### src/rtl/a5_wb_slave_if.sv
// Wishbone classic slave bus bundle for the A5/1 key/keystream register block.
// Signal names keep the Wishbone _i/_o suffixes as seen from the slave.
interface a5_wb_slave_if;
   logic        wbs_cyc_i;
   logic        wbs_stb_i;
   logic        wbs_we_i;
   logic [3:0]  wbs_sel_i;
   logic [31:0] wbs_adr_i;
   logic [31:0] wbs_dat_i;
   logic [31:0] wbs_dat_o;
   logic        wbs_ack_o;
   logic        wbs_err_o;

   modport master (
      output wbs_cyc_i, wbs_stb_i, wbs_we_i, wbs_sel_i, wbs_adr_i, wbs_dat_i,
      input  wbs_dat_o, wbs_ack_o, wbs_err_o
   );

   modport slave (
      input  wbs_cyc_i, wbs_stb_i, wbs_we_i, wbs_sel_i, wbs_adr_i, wbs_dat_i,
      output wbs_dat_o, wbs_ack_o, wbs_err_o
   );
endinterface

### src/rtl/a5_wb_slave.sv
// Wishbone register window for an A5/1 core: key/frame registers, start pulse,
// and a DATA port that pops keystream words from a first-word-fall-through buffer.
module a5_wb_slave #(
   parameter logic [31:0] BASE_ADDR = 32'h3000_0000,
   parameter int          TIMEOUT   = 64
) (
   input  logic                clk,
   input  logic                reset_n,
   a5_wb_slave_if.slave        wb,
   output logic [63:0]         key,
   output logic [21:0]         frame,
   output logic                buf_load,
   input  logic [31:0]         buf_data,
   input  logic                buf_empty,
   output logic                buf_rd_en
);

   localparam int TW = (TIMEOUT > 1) ? $clog2(TIMEOUT) : 1;
   localparam logic [TW-1:0] TO_LAST = TW'(TIMEOUT - 1);

   typedef enum logic [1:0] {S_IDLE, S_WAIT, S_ACK, S_ERR} state_e;

   typedef enum logic [2:0] {
      REG_KEY_LO, REG_KEY_HI, REG_FRAME, REG_CTRL,
      REG_DATA, REG_COUNT, REG_RSVD6, REG_RSVD7
   } reg_e;

   state_e        r_state, w_next_state;
   logic [63:0]   r_key;
   logic [21:0]   r_frame;
   logic [31:0]   r_count;
   logic [31:0]   r_dat_o;
   logic [TW-1:0] r_timeout;
   logic          r_buf_load;

   logic          w_req, w_hit;
   reg_e          w_offset;
   logic [31:0]   w_rd_data;
   logic          w_ack, w_err, w_rd_en;
   logic          w_wr_capture, w_rd_capture, w_to_err, w_to_inc, w_to_clr;
   logic          w_unused_ok;

   assign w_req       = wb.wbs_cyc_i & wb.wbs_stb_i;
   assign w_hit       = w_req & (wb.wbs_adr_i[31:5] == BASE_ADDR[31:5]);
   assign w_offset    = reg_e'(wb.wbs_adr_i[4:2]);
   assign w_unused_ok = &{1'b0, wb.wbs_adr_i[1:0]};

   always_comb begin
      w_rd_data = '0;
      unique case (w_offset)
         REG_KEY_LO: w_rd_data = r_key[31:0];
         REG_KEY_HI: w_rd_data = r_key[63:32];
         REG_FRAME:  w_rd_data = {10'd0, r_frame};
         REG_CTRL:   w_rd_data = {31'd0, buf_empty};
         REG_COUNT:  w_rd_data = r_count;
         default:    w_rd_data = '0;
      endcase
   end

   always_ff @(posedge clk or negedge reset_n) begin
      if (!reset_n) r_state <= S_IDLE;
      else          r_state <= w_next_state;
   end

   // NOTE: every output of this block gets a default first so no path can infer a latch.
   always_comb begin
      w_next_state = r_state;
      w_ack        = 1'b0;
      w_err        = 1'b0;
      w_rd_en      = 1'b0;
      w_wr_capture = 1'b0;
      w_rd_capture = 1'b0;
      w_to_err     = 1'b0;
      w_to_inc     = 1'b0;
      w_to_clr     = 1'b0;
      unique case (r_state)
         S_IDLE: begin
            if (w_hit) begin
               if (!wb.wbs_we_i && w_offset == REG_DATA) begin
                  w_next_state = S_WAIT;
               end else begin
                  w_next_state = S_ACK;
                  w_wr_capture = wb.wbs_we_i;
                  w_rd_capture = !wb.wbs_we_i;
               end
            end
         end
         S_WAIT: begin
            // Master gave up: abandon silently, without popping.
            if (!w_req) begin
               w_next_state = S_IDLE;
               w_to_clr     = 1'b1;
            end else if (!buf_empty) begin
               w_rd_en      = 1'b1;
               w_to_clr     = 1'b1;
               w_next_state = S_ACK;
            end else if (r_timeout == TO_LAST) begin
               w_to_err     = 1'b1;
               w_to_clr     = 1'b1;
               w_next_state = S_ERR;
            end else begin
               w_to_inc     = 1'b1;
            end
         end
         S_ACK: begin
            w_ack        = 1'b1;
            w_next_state = S_IDLE;
         end
         S_ERR: begin
            w_err        = 1'b1;
            w_next_state = S_IDLE;
         end
         default: w_next_state = S_IDLE;
      endcase
   end

   // NOTE: sequential state uses non-blocking assignments so every register samples pre-edge values.
   always_ff @(posedge clk or negedge reset_n) begin
      if (!reset_n) begin
         r_key      <= '0;
         r_frame    <= '0;
         r_count    <= '0;
         r_dat_o    <= '0;
         r_timeout  <= '0;
         r_buf_load <= 1'b0;
      end else begin
         r_buf_load <= 1'b0;
         if (w_wr_capture) begin
            unique case (w_offset)
               REG_KEY_LO: begin
                  for (int b = 0; b < 4; b++)
                     if (wb.wbs_sel_i[b]) r_key[b*8 +: 8] <= wb.wbs_dat_i[b*8 +: 8];
               end
               REG_KEY_HI: begin
                  for (int b = 0; b < 4; b++)
                     if (wb.wbs_sel_i[b]) r_key[32 + b*8 +: 8] <= wb.wbs_dat_i[b*8 +: 8];
               end
               REG_FRAME: begin
                  if (wb.wbs_sel_i[0]) r_frame[7:0]   <= wb.wbs_dat_i[7:0];
                  if (wb.wbs_sel_i[1]) r_frame[15:8]  <= wb.wbs_dat_i[15:8];
                  if (wb.wbs_sel_i[2]) r_frame[21:16] <= wb.wbs_dat_i[21:16];
               end
               REG_CTRL: begin
                  if (wb.wbs_sel_i[0] && wb.wbs_dat_i[0]) begin
                     r_buf_load <= 1'b1;
                     r_count    <= '0;
                  end
               end
               default: ;
            endcase
         end
         if (w_rd_capture) r_dat_o <= w_rd_data;
         if (w_rd_en) begin
            r_dat_o <= buf_data;
            r_count <= r_count + 32'd1;
         end
         if (w_to_err) r_dat_o <= '0;
         if (w_to_clr)      r_timeout <= '0;
         else if (w_to_inc) r_timeout <= r_timeout + 1'b1;
      end
   end

   assign wb.wbs_dat_o = r_dat_o;
   assign wb.wbs_ack_o = w_ack;
   assign wb.wbs_err_o = w_err;
   assign key          = r_key;
   assign frame        = r_frame;
   assign buf_load     = r_buf_load;
   assign buf_rd_en    = w_rd_en;

endmodule

### src/flat_wrapper.sv
// flat-port wrapper written by rule: the top's interface ports become plain ports
module a5_wb_slave_flat 
#(
   parameter logic [31:0] BASE_ADDR = 32'h3000_0000,
   parameter int          TIMEOUT   = 64
)
  (clk, reset_n, key, frame, buf_load, buf_data, buf_empty, buf_rd_en, wb_wbs_cyc_i, wb_wbs_stb_i, wb_wbs_we_i, wb_wbs_sel_i, wb_wbs_adr_i, wb_wbs_dat_i, wb_wbs_dat_o, wb_wbs_ack_o, wb_wbs_err_o);
  a5_wb_slave_if wb_i ();
  input  logic clk;
  input  logic reset_n;
  output logic [63:0] key;
  output logic [21:0] frame;
  output logic buf_load;
  input  logic [31:0] buf_data;
  input  logic buf_empty;
  output logic buf_rd_en;
  input wire logic [$bits(wb_i.wbs_cyc_i)-1:0] wb_wbs_cyc_i;
  input wire logic [$bits(wb_i.wbs_stb_i)-1:0] wb_wbs_stb_i;
  input wire logic [$bits(wb_i.wbs_we_i)-1:0] wb_wbs_we_i;
  input wire logic [$bits(wb_i.wbs_sel_i)-1:0] wb_wbs_sel_i;
  input wire logic [$bits(wb_i.wbs_adr_i)-1:0] wb_wbs_adr_i;
  input wire logic [$bits(wb_i.wbs_dat_i)-1:0] wb_wbs_dat_i;
  output wire logic [$bits(wb_i.wbs_dat_o)-1:0] wb_wbs_dat_o;
  output wire logic [$bits(wb_i.wbs_ack_o)-1:0] wb_wbs_ack_o;
  output wire logic [$bits(wb_i.wbs_err_o)-1:0] wb_wbs_err_o;
  assign wb_i.wbs_cyc_i = wb_wbs_cyc_i;
  assign wb_i.wbs_stb_i = wb_wbs_stb_i;
  assign wb_i.wbs_we_i = wb_wbs_we_i;
  assign wb_i.wbs_sel_i = wb_wbs_sel_i;
  assign wb_i.wbs_adr_i = wb_wbs_adr_i;
  assign wb_i.wbs_dat_i = wb_wbs_dat_i;
  assign wb_wbs_dat_o = wb_i.wbs_dat_o;
  assign wb_wbs_ack_o = wb_i.wbs_ack_o;
  assign wb_wbs_err_o = wb_i.wbs_err_o;
  a5_wb_slave #(.BASE_ADDR(BASE_ADDR), .TIMEOUT(TIMEOUT)) u_core (.clk(clk), .reset_n(reset_n), .wb(wb_i), .key(key), .frame(frame), .buf_load(buf_load), .buf_data(buf_data), .buf_empty(buf_empty), .buf_rd_en(buf_rd_en));
endmodule
### config.mk
export PLATFORM = sky130hd
export DESIGN_NAME = a5_wb_slave_flat
export DESIGN_NICKNAME = d
export VERILOG_FILES = /design/src/rtl/a5_wb_slave_if.sv /design/src/rtl/a5_wb_slave.sv /design/src/flat_wrapper.sv
export SDC_FILE = /design/constraint.sdc
export NUM_CORES = 1
export LEC_CHECK = 0
export ABC_CLOCK_PERIOD_IN_PS = 2380
export CAP_MARGIN = 20
export CORE_ASPECT_RATIO = 2
export CORE_MARGIN = 1
export CORE_UTILIZATION = 30
export DETAILED_ROUTE_END_ITERATION = 10
export DONT_BUFFER_PORTS = 1
export PLACE_DENSITY = 0.44
export SLEW_MARGIN = 15
export SYNTH_ARGS = -nofsm -noshare
export SYNTH_HDL_FRONTEND = slang
export SYNTH_SLANG_ARGS = --single-unit
### constraint.sdc
create_clock -name clk -period 2.38 [get_ports clk]
set_input_delay 0.238 -clock clk [delete_from_list [all_inputs] [get_ports clk]]
set_output_delay 0.238 -clock clk [all_outputs]
set_load 0.01 [all_outputs]
After elaboration in Yosys (flattened, before gate mapping). Index checks and enable logic that the tools add are counted.

Register bits: 159. Latch bits: 0. Bits in writable memories: 0. Memory bits (read-only): 0. Bits of input ports: 106. Output and inout port bits: 122. Memories: 0.

Add/sub/neg operators: 2. Multiply operators: 0. Divide/modulo/power cells: 0. $lt $le $gt $ge: 0. Eq/ne operators: 12. Shift operators: 0. Muxes and demuxes: 41. Bitwise logic cells: 2. Reductions and logical operators: 24.

Operators with widths (number): $mux 32 (7); $pmux 32 s5 (1); $reduce_and 3->1 (12); $add 32x1->32 const B (1); $eq 27x25->1 const B (1); $mux 1 (25); $mux 6 (2); $mux 2 (5); $reduce_bool 2->1 (4); $add 6x1->6 const B (1); $eq 3x2->1 const B (2); $eq 3x3->1 const B (2); $eq 6x6->1 const B (1); $pmux 2 s3 (1); $eq 2x2->1 const B (2); $ne 4x4->1 const B (1); $eq 3x1->1 const B (1); $logic_not 3->1 (1); $reduce_bool 3->1 (1); $and 1x1->1 (2); $eq 2x1->1 const B (1); $logic_and 1x1->1 (2); $logic_not 2->1 (1); $ne 2x1->1 const B (1); other kinds (3) (3).

Depth between registers and ports, before layout. Gate-level depths: netlist (run 1).

Word-level depth: 8. Depth in mapped cells: 10. Depth with buffers taken out: 6.

Worst setup path before layout (run 1). OpenSTA, ideal clock, no wires.

Path type: reg-to-reg. Start: reg u_core.r_state[0]. End: reg u_core.r_count[27]. Arrival time: 1.886 ns. Data required time: 2.262 ns. Path slack: 0.376 ns. Cell stages (with the launch flop): 7. Path buffers: 1. Clock period less this slack: 2.004 ns. Cells stage by stage: dfrtp_1 -> buf_6 -> nor3b_4 -> inv_2 -> or4_4 -> mux2_2 -> a21o_1.

Cells in the longest elaborated chain, start to end: 4.

RTL lines: from (decl) (line a5_wb_slave.sv:28) `state_e r_state, w_next_state;`; from (signal assigned) (line a5_wb_slave.sv:62) `else r_state <= w_next_state;`; $eq 2x1->1 / $logic_not 2->1 (equally long branches) (line a5_wb_slave.sv:76) `unique case (r_state)`; $mux 1 (line a5_wb_slave.sv:76); $reduce_bool 2->1 (no line); $reduce_and 3->1 (no line); to (signal assigned) (line a5_wb_slave.sv:155) `r_count <= r_count + 32'd1;`; to (decl) (line a5_wb_slave.sv:31) `logic [31:0] r_count;`.

Parallel ways exist; a longest one is shown, timed or not. A chain may end at the register's enable or synchronous reset.

Worst setup path in the final report (run 1).
Start: reg u_core.r_state[1]. End: out buf_rd_en.

Cells in the longest elaborated chain, start to end: 2.

RTL lines: $eq 2x1->1 (line a5_wb_slave.sv:76); $mux 1 (line a5_wb_slave.sv:76); to (decl) (line flat_wrapper.sv:16) `output logic buf_rd_en;`.

Every way passes these cells.

==> impl_metrics.tcl, run 1 <==
set metrics [dict create \
    maxSlewViolCount 0 \
    syn_avg_cell_area_sq_um 11.5 \
    synth-seq-area-share 0.495 \
    category_of_the_worst_setup_path_launch_point "flop" \
    drtIter0Drc 213 \
    vias_per_cell 5.48 \
    via_count 6035 \
    finish.instance_area_sq_mm 0.00950 \
    post-cts-setup-buffer-count 0 \
    detail_route.first_pass.iterations 4 \
    syn_area_sq_mm 0.00804 \
    path_delay_family "simple AND/OR/NAND/NOR gates" \
    cellPowerDensity_mw_per_mm2 584 \
    clock_insertion_delay_worst_skew_ns 0.44 \
    mappedNetlistNets 805 \
    final-instance-count-excl-fill 1102 \
    worst_slew_margin_rel 0.588 \
    asyncSetResetFlopFracSynth 1.00 \
    tritoncts_clock_tree "yes" \
    synth.ff_latch_count 159 \
    clockBufferDepth 2 \
    fin_tns_setup_ns 0 \
    floorplan.core_area_sq_mm 0.0263 \
    cts.sinks 159 \
    chipWidth_um 118 \
    grt_pass1_wl_mm 39.1 \
    drc 0 \
    die-area_sq_mm 0.0275 \
    netlist.top_cell.by_area "sky130_fd_sc_hd__dfrtp_1" \
    crit_path_frequent_cell "sky130_fd_sc_hd__buf_4" \
    crit_arrival_ns 1.94 \
    dominant_combinational_cell_family_by_area_after_synthesis "multiplexers" \
    synth-compound-area-share 0.109 \
    average_wire_length_per_cell_after_detail_routing_um 23.3 \
    cellLeakagePower_nw 4.46 \
    worst_hold_class "in -> async" \
    min_period_ns 2.18 \
    crit_path_start "u_core.r_state[1]" \
    final_wtd_congestion 0.787 \
    place_hpwl_mm 18.5 \
    dominantRegCellSynth "sky130_fd_sc_hd__dfrtp_1" \
    worst_slack_ns 0.198 \
    clk_pin_slew_worst_paths_ns 0.06 \
    drv.max_cap_violation_count 0 \
    post-route-period-util 0.917 \
    worst_hold_margin_ns -0.506 \
    xor_xnor_share_of_the_synthesized_area 0.0174 \
    violations "hold timing" \
    synth_cells 697 \
    postRouteAntennaNets 0 \
    synth_simple_gate_area_share 0.168 \
    final_hold_violation_count 159 \
    grt_start_max_net_pins 160 \
    drt-total-wl_mm 25.7 \
    port-buffer-count 0 \
    setup.worst_path.class "reg -> out" \
    cp_cell_sequence "nand2b_4, or2_1, inv_4, buf_4, buf_4" \
    grt_remaining_overflow 0 \
    power.total_mw 5.55 \
    gr-usage-all-layers 0.191 \
    rsz0062_at_grt "false" \
    setup.worst_path.end_class "output pin" \
    post_route_cells_drive_above_1_share 0.244 \
    ys_types 59 \
    clockRootBuffer "sky130_fd_sc_hd__clkbuf_16" \
    critPathSlowestCell "sky130_fd_sc_hd__dfrtp_1" \
    yosys-mux-area-fraction 0.180 \
    syn2layout_area_growth_pct 18.2 \
    skew_ns 0.00736 \
    worst-path-buf-inv 3 \
    yosys_warnings 0 \
    pre_cts_setup_slack_ns 0.115 \
    mostFrequentLayoutCells "158 x sky130_fd_sc_hd__dfrtp_1, 97 x sky130_fd_sc_hd__mux2_2, 59 x sky130_fd_sc_hd__nand2_1" \
    achievable-frequency_mhz 458 \
    numCtsBuffers 17 \
    initial_core_util 0.306 \
    outcome "finished with violations" \
    critPathMaxStageDelay_ns 0.49 \
    worst_pin_slew_ns 0.616 \
    design.portCount 228 \
    finish.net_count 854 \
    r2r-start "u_core.r_timeout[0]" \
    dpl.cell_count 1032 \
    grt_antenna_before_repair 0 \
    final-setup-viol-count 0 \
    critical_path_required_ns 2.14 \
    layout_commonest_cell "sky130_fd_sc_hd__dfrtp_1" \
    ir_drop_uv 368 \
    chipHeight_um 234 \
    postCtsHoldBufs 39 \
    netlist.area_leader.share 0.495 \
    cts_htree_levels 4 \
    synth_edf_count 0 \
    postPlaceCellArea_sq_mm 0.00856 \
    synth-adder-area-share 0.00311 \
    synth_area_leaders "sky130_fd_sc_hd__dfrtp_1 49%, sky130_fd_sc_hd__mux2_2 14%, sky130_fd_sc_hd__mux2i_1 4.1%" \
    utilization 0.362 \
    num_rows 84 \
    diodes 0 \
    critical_path.max_fanout 9 \
    first_global_vias 6522 \
]
-- what timing repair did --
| item | 4_1_cts | 5_1_grt |
|---|---|---|
| hold endpoints to repair | 252 | 159 |
| resized for setup | 0 | 2 |
| setup endpoints to repair | 0 | 1 |
-- area by class of cell --
class / count / area, sq um
tap: 344 / 430
multi-input combinational: 489 / 3860
clock inverter: 11 / 92.6
timing repair buffer: 72 / 651
clock buffer: 20 / 457
fill: 2608 / 16800
inverter: 7 / 28.8
sequential: 159 / 3980
-- synth_stat cells (6+ instances only) --
| cell type | instances |
|---|---|
| sky130_fd_sc_hd__a221o_1 | 21 |
| sky130_fd_sc_hd__and2_1 | 25 |
| sky130_fd_sc_hd__nand4_1 | 14 |
| sky130_fd_sc_hd__o211ai_1 | 22 |
| sky130_fd_sc_hd__o21ai_0 | 6 |
| sky130_fd_sc_hd__nor4_1 | 13 |
| sky130_fd_sc_hd__nor3_1 | 6 |
| sky130_fd_sc_hd__buf_2 | 13 |
| sky130_fd_sc_hd__a211o_1 | 7 |
| sky130_fd_sc_hd__dfrtp_1 | 159 |
| sky130_fd_sc_hd__and3_1 | 8 |
| sky130_fd_sc_hd__mux2_2 | 97 |
| sky130_fd_sc_hd__nand2_1 | 59 |
| sky130_fd_sc_hd__nand3b_1 | 22 |
| sky130_fd_sc_hd__nand3_1 | 15 |
| sky130_fd_sc_hd__nor2_1 | 32 |
| sky130_fd_sc_hd__xor2_1 | 12 |
| sky130_fd_sc_hd__clkbuf_1 | 24 |
| sky130_fd_sc_hd__a31oi_1 | 9 |
| sky130_fd_sc_hd__o211a_1 | 7 |
| sky130_fd_sc_hd__nor2b_1 | 6 |
| sky130_fd_sc_hd__mux2i_1 | 33 |
| sky130_fd_sc_hd__a22o_1 | 10 |
| sky130_fd_sc_hd__a22oi_1 | 11 |
-- cells by family (layout without fill, tap and decap cells) --
group / count (synthesis) / count (layout)
AO/OA/AOI/OAI: 108 / 108
XOR/XNOR: 16 / 16
adder cells (fa/ha/maj): 2 / 2
buffers and inverters: 49 / 110
flip-flops: 159 / 159
multiplexers: 131 / 131
AND/OR/NAND/NOR: 232 / 232
-- path summary, 6_finish.rpt --
check	end	slack, ns	cells after the start
min	u_core.frame[18]	-0.51	0
max reg2reg	u_core.wb.wbs_dat_o[19]	0.26	7
max in group asynchronous	u_core.frame[0]	2.67	0
min in group clk	u_core.wb.wbs_dat_o[13]	0.03	2
min reg2reg	u_core.r_count[6]	0.53	1
max	buf_rd_en	0.20	5
-- layer usage --
layer	track usage	routed length, um	up-vias
met5	0	0	-
met4	0.101	905	0
met3	0.0571	1300	49
met2	0.363	14700	192
met1	0.183	8780	3098
li1	-	-	2696
-- where the power goes --
group / internal, mW / switching (mW) / leakage, nW
registers: 2.72 / 0.0292 / 2.19
clock network: 1.48 / 1.13 / 0.271
logic: 0.105 / 0.0863 / 2.00
-- registers in the layout, summed over array words and instances, names as in the netlist --
name and cells:
u_core.buf_load 1, u_core.r_timeout 6, u_core.key 64, u_core.r_count 32, u_core.frame 22, u_core.r_state 2
u_core.wb.wbs_dat_o 32
Power figures use the tool's default switching activity.
==> run 2: changes to the inputs <==
- CTS_BUF_LIST: not set -> sky130_fd_sc_hd__clkbuf_4 sky130_fd_sc_hd__clkbuf_8
==> run 2 against run 1 <==
Against the previous run: the run still ends with hold timing left; die area stayed put; sequential share of layout area is 0.36 points lower; sequential power hardly changed; clock power is 26% lower; register-to-register slack hardly changed; critical endpoint unchanged.
==> impl_metrics.tcl, run 2 (synthesis results as in run 1) <==
set metrics [dict create \
    outcome "finished with violations" \
    violations "hold timing" \
    diodes 0 \
    number_of_flip_flops_in_the_largest_register 64 \
    first_global_vias 6645 \
    dr.max_layer_used "met4" \
    grt_start_max_net_pins 160 \
    postCtsHoldBufs 66 \
    syn2layout_area_growth_pct 19.2 \
    drv.max_cap_violation_count 0 \
    worst_hold_margin_ns -0.547 \
    met2_layer_wire_length_in_the_routed_design_mm 14.9 \
    place_hpwl_mm 18.5 \
    average_wire_length_per_cell_after_detail_routing_um 22.9 \
    crit_arrival_ns 2.00 \
    initial_core_util 0.306 \
    worst_hold_class "in -> async" \
    cellLeakagePower_nw 4.49 \
    pwr-share-comb 0.046 \
    crit_path_start "u_core.r_state[1]" \
    mostFrequentLayoutCells "158 x sky130_fd_sc_hd__dfrtp_1, 97 x sky130_fd_sc_hd__mux2_2, 66 x sky130_fd_sc_hd__dlygate4sd3_1" \
    rsz0062_at_grt "false" \
    setup.worst_path.class "reg -> out" \
    setup.worst_path.end_class "output pin" \
    met1_length_mm 8.77 \
    ir_drop_uv 277 \
    clockRootBuffer "sky130_fd_sc_hd__clkbuf_8" \
    fin_tns_setup_ns 0 \
    finish.net_count 881 \
    achievable-frequency_mhz 447 \
    skew_ns 0.0186 \
    p_sw_mw 1.18 \
    internal_power_mw 3.73 \
    n_fill_cell 2604 \
    chipHeight_um 234 \
    cts_htree_levels 4 \
    clockBufferDepth 2 \
    power.share.sequential 0.560 \
    post-route-period-util 0.941 \
    share_of_total_power_in_the_clock_network 0.394 \
    port-buffer-count 0 \
    worst_pin_slew_ns 0.609 \
    category_of_the_worst_setup_path_launch_point "flop" \
    worst_slew_margin_rel 0.592 \
    clock_insertion_delay_worst_skew_ns 0.49 \
    layout_commonest_cell "sky130_fd_sc_hd__dfrtp_1" \
    final_hold_violation_count 159 \
    floorplan.core_area_sq_mm 0.0263 \
    critical_path_required_ns 2.14 \
    drt-total-wl_mm 25.9 \
    numCtsBuffers 17 \
    clk_pin_slew_worst_paths_ns 0.08 \
    die-area_sq_mm 0.0275 \
    design.portCount 228 \
    final_wtd_congestion 0.787 \
    critical_path.max_fanout 9 \
    final-setup-viol-count 0 \
    num_rows 84 \
    final-seq-area_sq_mm 0.00398 \
    cts.sinks 159 \
    netSwitchingFraction 0.240 \
    postRouteAntennaNets 0 \
    chipWidth_um 118 \
    r2r-start "u_core.r_timeout[0]" \
    power.total_mw 4.91 \
    min_period_ns 2.24 \
    detail_route.first_pass.iterations 5 \
    cellPowerDensity_mw_per_mm2 512 \
    post-cts-setup-buffer-count 0 \
    post_route_cells_drive_above_1_share 0.237 \
    multi_input_comb_area_sq_mm 0.00386 \
    wl_met3_mm 1.20 \
    drtIter0Drc 187 \
    maxSlewViolCount 0 \
    grt_pass1_wl_mm 39.3 \
    grt_remaining_overflow 0 \
    vias_per_cell 5.40 \
    tritoncts_clock_tree "yes" \
    via_count 6101 \
    grt_antenna_before_repair 0 \
    drc 0 \
    gr-usage-all-layers 0.192 \
]
run 2: what timing repair did:
action	in CTS	in global routing
gates resized for setup	0	2
hold endpoints to repair	282	159
endpoints found under the setup margin	0	1
run 2: layer usage:
layer	vias up	global-route usage
met3	49	0.0481
met2	174	0.371
met1	3125	0.181
met4	0	0.108
met5	-	0
li1	2753	-
run 2: worst max-delay path: stages, from the launching register on:
cell                       delay (ns)
sky130_fd_sc_hd__dfrtp_1         0.50
sky130_fd_sc_hd__nand2b_4        0.24
sky130_fd_sc_hd__or2_1           0.29
sky130_fd_sc_hd__inv_4           0.16
sky130_fd_sc_hd__buf_4           0.20
sky130_fd_sc_hd__buf_4           0.13
run 2: stage by stage:
stage	cell area, sq um	worst slack [ns]	util	cells
floorplan	8040	0.376	-	697
global placement	8560	0.155	0.326	1032
detailed placement	8560	0.115	0.326	1032
CTS	9580	0.000711	0.365	1129
global route	9580	0.0187	0.365	1129
finish	9580	0.141	0.365	1129
run 2: power by group through the flow:
| stage | combinational, mW | clock [mW] | sequential, mW |
|---|---|---|---|
| 2_1_floorplan | 0.112 | 0 | 2.79 |
| 3_3_place_gp | 0.126 | 0 | 2.80 |
| 3_5_place_dp | 0.127 | 0 | 2.80 |
| 4_1_cts | 0.228 | 2.02 | 2.75 |
| 5_1_grt | 0.243 | 2.11 | 2.75 |
| 6_report | 0.227 | 1.94 | 2.75 |
run 2: layout make-up:
| class | instances | share of cell area |
|---|---|---|
| clock buffer | 20 | 0.0281 |
| clock inverter | 11 | 0.00966 |
| inverter | 7 | 0.00300 |
| multi-input combinational | 489 | 0.403 |
| sequential | 159 | 0.415 |
| tap | 344 | 0.0449 |
| timing repair buffer | 99 | 0.0961 |
run 2: path summary, 6_finish.rpt:
path,cells past startpoint,end,slack [ns]
max,5,buf_rd_en,0.14
min,0,u_core.wb.wbs_dat_o[13],-0.55
max reg2reg,7,u_core.wb.wbs_dat_o[19],0.25
min reg2reg,1,u_core.r_count[6],0.54
max in group asynchronous,0,u_core.r_state[0],2.70
min in group clk,2,u_core.r_state[0],0.09
==> run 3: changes to the inputs <==
- ABC_CLOCK_PERIOD_IN_PS: 2380 -> not set
- clock period: 2.38 -> 2.5 ns (I/O delays scaled with it)
==> run 3 against run 2 <==
Against the previous run: sequential share of layout area about the same; clock skew down 0.0054 ns; combinational power fell by 7%; critical path depth did not move; wire length shrank 0.76%; global-route usage hardly changed; clock-buffer cell count is 2 higher; final cell count fell by 0.62%; core utilization about the same; total power increased by 2.6%; non-clock buffer count is 8 lower; the flow still finishes with violations (hold timing).
==> impl_metrics.tcl, run 3 (synthesis results as in run 1) <==
set metrics [dict create \
    p_sw_mw 1.13 \
    worst-path-buf-inv 3 \
    clk_pin_slew_worst_paths_ns 0.08 \
    drt-total-wl_mm 25.7 \
    clock_insertion_delay_worst_skew_ns 0.49 \
    drc 0 \
    category_of_the_worst_setup_path_launch_point "flop" \
    grt_pass1_wl_mm 39.4 \
    power.share.sequential 0.519 \
    grt_start_max_net_pins 160 \
    pwr-share-comb 0.042 \
    r2r-start "u_core.r_state[1]" \
    rsz0062_at_grt "false" \
    place_hpwl_mm 18.3 \
    final-setup-viol-count 0 \
    crit_path_start "u_core.r_state[1]" \
    die-area_sq_mm 0.0275 \
    violations "hold timing" \
    worst_hold_margin_ns -0.546 \
    worst_hold_class "in -> async" \
    maxSlewViolCount 0 \
    power.total_mw 5.04 \
    tritoncts_clock_tree "yes" \
    internal_power_mw 3.91 \
    skew_ns 0.0133 \
    critPathSlowestCell "sky130_fd_sc_hd__dfrtp_2" \
    chipHeight_um 234 \
    drv.max_cap_violation_count 0 \
    worst_slew_margin_rel 0.517 \
    clockRootBuffer "sky130_fd_sc_hd__clkbuf_8" \
    utilization 0.365 \
    critical_path_required_ns 2.25 \
    cellPowerDensity_mw_per_mm2 525 \
    number_of_flip_flops_in_the_largest_register 64 \
    setup.worst_path.class "reg -> out" \
    fin_tns_setup_ns 0 \
    post-route-period-util 0.913 \
    postRouteAntennaNets 0 \
    cts_htree_levels 4 \
    grt-busiest-layer "met2" \
    netSwitchingFraction 0.223 \
    floorplan.core_area_sq_mm 0.0263 \
    grtUsageMet3 0.0552 \
    clockBufferDepth 2 \
    port-buffer-count 0 \
    post_route_cells_drive_above_1_share 0.237 \
    cellLeakagePower_nw 4.49 \
    num_rows 84 \
    cp_cell_sequence "nand2b_4, or2_1, clkinv_2, buf_4, buf_4" \
    finish.net_count 873 \
    final-instance-count-excl-fill 1122 \
    chipWidth_um 118 \
    grt_util_met1 0.189 \
    detail_route.first_pass.iterations 4 \
    grt_remaining_overflow 0 \
    gr-usage-all-layers 0.192 \
    initial_core_util 0.306 \
    layout_commonest_cell "sky130_fd_sc_hd__dfrtp_1" \
    path_delay_family "buffers and inverters" \
    postCtsHoldBufs 62 \
    r2r.worst_path.cells 6 \
    grt_antenna_before_repair 0 \
    final_wtd_congestion 0.797 \
    average_wire_length_per_cell_after_detail_routing_um 22.9 \
    min_period_ns 2.28 \
    drtIter0Drc 248 \
    design.portCount 228 \
    share_of_total_power_in_the_clock_network 0.439 \
    crit_arrival_ns 2.03 \
    crit_path_frequent_cell "sky130_fd_sc_hd__buf_4" \
    setup.worst_path.end_class "output pin" \
    diodes 0 \
    critical_path.max_fanout 18 \
    syn2layout_area_growth_pct 19.3 \
    dpl.cell_count 1028 \
    cts.sinks 159 \
    numCtsBuffers 17 \
    via_count 6064 \
    postPlaceCellArea_sq_mm 0.00852 \
    met2_usage 0.367 \
    outcome "finished with violations" \
    worst_pin_slew_ns 0.722 \
    vias_per_cell 5.40 \
    mostFrequentLayoutCells "157 x sky130_fd_sc_hd__dfrtp_1, 97 x sky130_fd_sc_hd__mux2_2, 62 x sky130_fd_sc_hd__dlygate4sd3_1" \
    finish.instance_area_sq_mm 0.00959 \
    timing.reg2reg.setup_slack_ns 0.35 \
    critPathMaxStageDelay_ns 0.48 \
    first_global_vias 6514 \
    ir_drop_uv 371 \
    final_hold_violation_count 159 \
    achievable-frequency_mhz 438 \
    rr_endpoint "u_core.wb.wbs_dat_o[30]" \
]
==> run 3: changes by cell type in the layout (fill, tap and decap cells not counted) <==
cell                            previous run  this run
sky130_fd_sc_hd__clkinv_2                  6         5
sky130_fd_sc_hd__clkbuf_8                 19        21
sky130_fd_sc_hd__buf_12                    1         0
sky130_fd_sc_hd__inv_4                     1         0
sky130_fd_sc_hd__clkinvlp_4                2         0
sky130_fd_sc_hd__dfrtp_1                 158       157
sky130_fd_sc_hd__buf_4                    32        29
sky130_fd_sc_hd__bufinv_16                 1         4
sky130_fd_sc_hd__dlygate4sd3_1            66        62
sky130_fd_sc_hd__dfrtp_2                   1         2
==> run 3: routing by layer <==
metal	part of all wire	vias to the layer above
met3	0.059	43
met5	0	-
met2	0.57	190
met1	0.34	3100
li1	-	2731
met4	0.030	0
==> run 3: repair_timing <==
item,4_1_cts,5_1_grt
resized for setup,1,2
pin swaps,0,0
buffers inserted,0,0
hold endpoints to repair,278,159
endpoints found under the setup margin,1,1
==> run 3: cell type report <==
cell class,count,area [sq um]
Clock buffer,22,297
Clock inverter,10,158
Fill cell,2665,16700
Inverter,7,27.5
Multi-Input combinational cell,489,3860
Sequential cell,159,3980
Tap cell,344,430
Timing Repair Buffer,91,838
==> run 3: power by group through the flow <==
| stage | Sequential, mW | Clock [mW] | Combinational [mW] |
|---|---|---|---|
| 3_5_place_dp | 2.67 | 0 | 0.121 |
| 6_report | 2.62 | 2.21 | 0.210 |
| 4_1_cts | 2.62 | 2.30 | 0.211 |
| 3_3_place_gp | 2.67 | 0 | 0.118 |
| 5_1_grt | 2.62 | 2.37 | 0.226 |
| 2_1_floorplan | 2.66 | 0 | 0.106 |
==> run 3: worst max path at each step <==
| stage | endpoint | cells past startpoint |
|---|---|---|
| 2_1_floorplan | u_core.r_count[27] | 6 |
| 3_3_place_gp | u_core.key[46] | 6 |
| 3_5_place_dp | u_core.key[45] | 6 |
| 4_1_cts | buf_rd_en | 5 |
| 5_1_grt | buf_rd_en | 5 |
| 6_report | buf_rd_en | 5 |
==> run 3: metrics by stage <==
stage / setup slack (ns) / hold slack, ns
finish: 0.217 / -0.546
global route: 0.103 / -0.594
CTS: 0.0162 / -0.596
detailed placement: 0.248 / -0.0378
global placement: 0.266 / -0.0390
floorplan: 0.496 / -0.0456
